==> src/rtl/uart_tx_arbiter.sv <==
// uart_tx_arbiter: round-robin, line-locked sharing of one uart_tx between NREQ byte streams.
// Define UART_TX_ARB_PRIO_EN for fixed lowest-index-first priority instead of round-robin.
module uart_tx_arbiter #(
    parameter int unsigned NREQ         = 2,
    parameter int unsigned LOCK_TIMEOUT = 1024,
    parameter int unsigned MAX_BURST    = 256,
    parameter logic [7:0]  EOL_CHAR     = 8'h0A
) (
    input  logic              clk,
    input  logic              resetn,
    input  logic [NREQ-1:0]   req_valid,
    input  logic [8*NREQ-1:0] req_data,
    output logic [NREQ-1:0]   req_ready,
    output logic              tx_valid,
    output logic [7:0]        tx_data,
    input  logic              tx_ready,
    output logic [NREQ-1:0]   grant,
    output logic              busy
);

    localparam int unsigned IW         = (NREQ > 1) ? $clog2(NREQ) : 1;
    localparam int unsigned TW         = $clog2(LOCK_TIMEOUT) + 1;
    localparam int unsigned BW         = $clog2(MAX_BURST) + 1;
    localparam int unsigned IDLE_LAST  = LOCK_TIMEOUT - 1;
    localparam int unsigned BURST_LAST = (MAX_BURST == 0) ? 0 : MAX_BURST - 1;

    typedef enum logic {
        S_IDLE,
        S_LOCKED
    } state_e;

    state_e          state_q, state_d;
    logic [IW-1:0]   owner_q, owner_d;
    logic [IW-1:0]   last_q, last_d;
    logic [NREQ-1:0] grant_q, grant_d;
    logic [TW-1:0]   idle_q, idle_d;
    logic [BW-1:0]   bytes_q, bytes_d;

    logic            own_valid;
    logic            xfer;
    logic            release_lock;
    logic            pick_any;
    logic [IW-1:0]   pick_idx;

    assign grant = grant_q;
    assign busy  = (state_q == S_LOCKED);

    // Pass-through of the owner's handshake while locked
    always_comb begin
        own_valid = req_valid[owner_q];
        tx_valid  = 1'b0;
        tx_data   = '0;
        req_ready = '0;
        if (state_q == S_LOCKED) begin
            tx_valid           = own_valid;
            tx_data            = req_data[32'(owner_q) * 8 +: 8];
            req_ready[owner_q] = tx_ready;
        end
    end

`ifdef UART_TX_ARB_PRIO_EN
    logic unused_last;
    assign unused_last = ^last_q;

    always_comb begin
        pick_any = 1'b0;
        pick_idx = '0;
        for (int i = int'(NREQ) - 1; i >= 0; i--) begin
            if (req_valid[i]) begin
                pick_any = 1'b1;
                pick_idx = IW'(i);
            end
        end
    end
`else
    // Descending scan so the smallest offset after last wins
    always_comb begin
        pick_any = 1'b0;
        pick_idx = '0;
        for (int k = int'(NREQ); k >= 1; k--) begin
            if (req_valid[(int'(last_q) + k) % int'(NREQ)]) begin
                pick_any = 1'b1;
                pick_idx = IW'((int'(last_q) + k) % int'(NREQ));
            end
        end
    end
`endif

    always_comb begin
        state_d      = state_q;
        owner_d      = owner_q;
        last_d       = last_q;
        grant_d      = grant_q;
        idle_d       = idle_q;
        bytes_d      = bytes_q;
        xfer         = tx_valid && tx_ready;
        release_lock = 1'b0;
        case (state_q)
            S_IDLE: begin
                if (pick_any) begin
                    state_d           = S_LOCKED;
                    owner_d           = pick_idx;
                    grant_d           = '0;
                    grant_d[pick_idx] = 1'b1;
                    idle_d            = '0;
                    bytes_d           = '0;
                end
            end
            S_LOCKED: begin
                if (xfer && (bytes_q != '1)) bytes_d = bytes_q + BW'(1);
                if (own_valid)           idle_d = '0;
                else if (idle_q != '1)   idle_d = idle_q + TW'(1);
                release_lock = (xfer && (tx_data == EOL_CHAR))
                            || (!own_valid && (idle_q >= TW'(IDLE_LAST)))
                            || ((MAX_BURST != 0) && xfer && (bytes_q == BW'(BURST_LAST)));
                if (release_lock) begin
                    state_d = S_IDLE;
                    grant_d = '0;
                    last_d  = owner_q;
                end
            end
            default: state_d = S_IDLE;
        endcase
    end

    always_ff @(posedge clk) begin
        if (!resetn) begin
            state_q <= S_IDLE;
            owner_q <= '0;
            last_q  <= IW'(NREQ - 1);
            grant_q <= '0;
            idle_q  <= '0;
            bytes_q <= '0;
        end else begin
            state_q <= state_d;
            owner_q <= owner_d;
            last_q  <= last_d;
            grant_q <= grant_d;
            idle_q  <= idle_d;
            bytes_q <= bytes_d;
        end
    end

endmodule

==> config.mk <==
export PLATFORM = sky130hd
export DESIGN_NAME = uart_tx_arbiter
export DESIGN_NICKNAME = d
export VERILOG_FILES = /design/src/rtl/uart_tx_arbiter.sv
export SDC_FILE = /design/constraint.sdc
export NUM_CORES = 1
export LEC_CHECK = 0
export ABC_CLOCK_PERIOD_IN_PS = 2000
export CAP_MARGIN = 0
export CORE_MARGIN = 4
export CORE_UTILIZATION = 50
export DETAILED_ROUTE_END_ITERATION = 7
export GPL_TIMING_DRIVEN = 0
export PLACE_DENSITY = 0.81
export SLEW_MARGIN = 0
export SYNTH_ARGS = -nofsm -noshare
export SYNTH_HDL_FRONTEND = slang
export SYNTH_SLANG_ARGS = --single-unit
==> constraint.sdc <==
create_clock -name clk -period 2 [get_ports clk]
set_input_delay 0.2 -clock clk [delete_from_list [all_inputs] [get_ports clk]]
set_output_delay 0.2 -clock clk [all_outputs]
set_load 0.02 [all_outputs]
==> results.cfg, run 1 <==
[critical_path]
crit_start = bytes_q[0]
path_cells = ha_2, nand3_1, nor2_2, ha_1, nand2b_4, o21a_4, nor4_4, xnor2_1, nor2_1
cp.required_ps = 2210
worst-path-buf-inv = 0
end_kind = flip-flop
r2r-end = bytes_q[5]
r2r_cells = 9
cp_max_fo = 5
worstPathArrival_ps = 2100
path_delay_family = simple AND/OR/NAND/NOR gates
reg2reg_from = bytes_q[0]
worst-r2r-setup-slack_ps = 110
crit_path_top_delay_cell = dfxtp_2
critPathLaunchType = flip-flop
worstSetupPathType = reg2reg
max_stage_delay_ps = 360

[yosys]
synth_top_area_share_pct = 32.10
netlist_top_cells_area = dfxtp_1 32%, mux2i_1 6.4%, nor2b_1 4.8%
yosysWarnings = 0
syn_area_per_cell_sq_um = 8.162
synth_nets = 216
synth-edff-count = 0
syn_area_sq_mm = 0.001559
seq_area_frac_synth_pct = 32.10
synth.distinct_cells = 46
synth_top_area_cell = dfxtp_1
synth_seq_cells = 25
synth_cells = 191
synth_ff_type = dfxtp_1
ys_async_sr_fraction_pct = 0

[power_and_ir_drop]
p_per_area_mw_per_mm2 = 477.0
p_leak_uw = 0.0007390
clockPowerShare_pct = 24.2
combPwrFrac_pct = 23.1
ir_worst_vdd_v = 0.0003971
p_seq_share_pct = 52.7
switching_share_pct = 29.21
p_sw_uw = 285.4
p_int_uw = 691.6

[clock_network]
clock_path_buffers = 2
clkSlewWorstSetupHoldPaths_ps = 140
clkLatencyLatePin_ps = 330
cts_max_level = 1
cts_tree = built
hold_buffers = 0
clockRootBuffer = clkbuf_4
clock-sinks = 25
cts_buffers = 3
postCtsSetupRepairBufs = 0

[job]
max_cap_violations = 0

[layout]
num_antenna_cells = 0
drive_gt1_share_pct = 11.84
layout.nets = 254
area_growth_pct = 31.38
n_fill_cell = 254

[floorplan]
core_sq_mm = 0.003028
start_util_pct = 51.49
dieArea_sq_mm = 0.004076
io_pins = 35
rows = 20
chipHeight_um = 63.84
die_x_um = 63.84

[worst_hold_path]
holdPathStages = 2
hold_end = grant[0]
worstHoldPathType = reg2reg
hold_path_startpoint = grant[0]

[sta]
period_share_pct = 94.52
slew_viol_final = 0
holdWs_ps = 472.2
skew_ps = 9.637
fin_crit_ps = 1890
setup_viol = 0
hold_viol = 0
max_slew_margin_pct = 58.07
timing.fmax_mhz = 529.0
fin_setup_tns_ps = 0
tightest_slew_ps = 624.7

[global_routing]
track_usage_pct = 18.65
grt_pass1_vias = 1419
overflow = 0
grt_max_degree = 20
grt_first_pass_wirelength_mm = 6.203
antenna_found_initial = 0

[placement]
portBuffers = 34
place_hpwl_mm = 2.779
place_congestion = 0.7780

[route]
wire_per_inst_um = 13.60
vias_per_cell = 5.555
wl_mm = 3.699
antenna_left = 0
drc = 0
drtPass1Iterations = 4
vias = 1511
drt_iter0_drc = 75

[run_status]
status = finished, final reports clean
-- cell usage in the layout, fill, tap and decap left out, types with 3 or more instances in the layout --
cell / n
nor3_1: 5
dfxtp_2: 4
clkdlybuf4s50_1: 23
a31oi_1: 3
inv_1: 8
and3_1: 3
dlygate4sd2_1: 9
xnor2_1: 6
nand2_1: 14
clkbuf_4: 5
nor2b_1: 12
nor4b_1: 5
o21ai_0: 12
nand3_1: 10
nor2_1: 14
or3_1: 4
a21oi_1: 10
mux2i_1: 10
dfxtp_1: 20
-- layout make-up --
type | count | area, sq um | share of cell area [%]
clock inverters | 1 | 5.005 | 0.2443
multi-input cells | 152 | 1059 | 51.68
plain buffers | 5 | 33.78 | 1.649
well taps | 44 | 55.05 | 2.688
flip-flops and latches | 25 | 509.2 | 24.86
repair buffers | 34 | 334.1 | 16.31
clock buffers | 3 | 22.52 | 1.100
inverters | 8 | 30.03 | 1.466
-- metal layers --
metal  share of wire, %  vias up  GRT usage, %  routed length, um
li1                   -      768             -                  -
met1                 49      687         25.08               1803
met2                 43       52         29.03               1603
met3                7.0        4         5.097                258
met4               0.92        0         5.391                 34
met5                  0        -             0                  0
-- worst max-delay path by stage --
stage / to / depth (start not counted)
after floorplan: bytes_q[7] / 9
final: bytes_q[5] / 9
after CTS: bytes_q[5] / 9
after detailed placement: req_ready[1] / 4
after global placement: req_ready[1] / 4
after global routing: bytes_q[5] / 9
-- per-stage QoR --
stage | cell area [sq um] | total power (uW) | utilization [%] | cells | worst slack [ps]
global placement | 1954 | 748.0 | 64.55 | 269 | -210.6
detailed placement | 1954 | 749.9 | 64.55 | 269 | -216.2
floorplan | 1559 | 643.1 | - | 191 | 185.2
CTS | 1978 | 980.3 | 65.33 | 272 | 2.139
global route | 2048 | 1021 | 67.64 | 272 | -0.9841
finish | 2048 | 977.1 | 67.64 | 272 | 109.6
-- sequential cells by signal, indices dropped and copies added (netlist names) --
register	cells
owner_q	1
bytes_q	9
grant	2
last_q	1
busy	1
idle_q	11
-- synthesized netlist by cell type (2+ instances only) --
| library cell | n |
|---|---|
| or3_1 | 4 |
| and2_1 | 2 |
| nand3_1 | 10 |
| or4_1 | 2 |
| a21oi_1 | 10 |
| clkbuf_1 | 4 |
| ha_1 | 4 |
| nor3b_1 | 2 |
| nor4_1 | 4 |
| mux2i_1 | 10 |
| dfxtp_1 | 25 |
| a31oi_1 | 3 |
| nand4_1 | 2 |
| nor4b_1 | 5 |
| nand2_1 | 14 |
| nor2_1 | 15 |
| o21ai_0 | 12 |
| buf_4 | 2 |
| nor2b_1 | 12 |
| a21boi_0 | 2 |
| and3_1 | 3 |
| nor3_1 | 5 |
| nand2b_1 | 2 |
| xnor2_1 | 6 |
| inv_1 | 8 |
| and4_1 | 2 |
| xor2_1 | 2 |
-- worst register-to-register path: stages (launching register included) --
cell and delay [ps]:
dfxtp_2 360, ha_2 200, nand3_1 90, nor2_2 50, ha_1 200, nand2b_4 150, o21a_4 240, nor4_4 280
xnor2_1 140, nor2_1 50
-- power by group through the flow --
stage          sequential (uW)  combinational [uW]  clock (uW)
3_3_place_gp               524                 224           0
2_1_floorplan              528                 115           0
4_1_cts                    514                 219         248
6_report                   515                 226         236
5_1_grt                    517                 243         261
3_5_place_dp               525                 225           0
-- kinds of logic (layout without fill, tap and decap cells) --
logic type / count (synthesis) / after routing / share of synthesized area [%]
flops: 25 / 25 / 32.10
xor+xnor: 8 / 8 / 4.495
simple gates: 90 / 90 / 32.66
buf+inv: 14 / 51 / 3.852
mux: 10 / 10 / 6.421
compound gates: 40 / 40 / 17.26
fa+ha+maj: 4 / 4 / 3.210
-- what timing repair did --
action | 4_1_cts | 5_1_grt
gates resized for setup | 15 | 17
pin swaps | 0 | 1
endpoints found under the setup margin | 11 | 18
(Power assumes the default switching activity.)
==> run 2, diff against run 1 <==
CTS_CLUSTER_SIZE = 10   (was default)
==> results of run 2 <==
Final layout, timing and power as in run 1 (identical DEF).
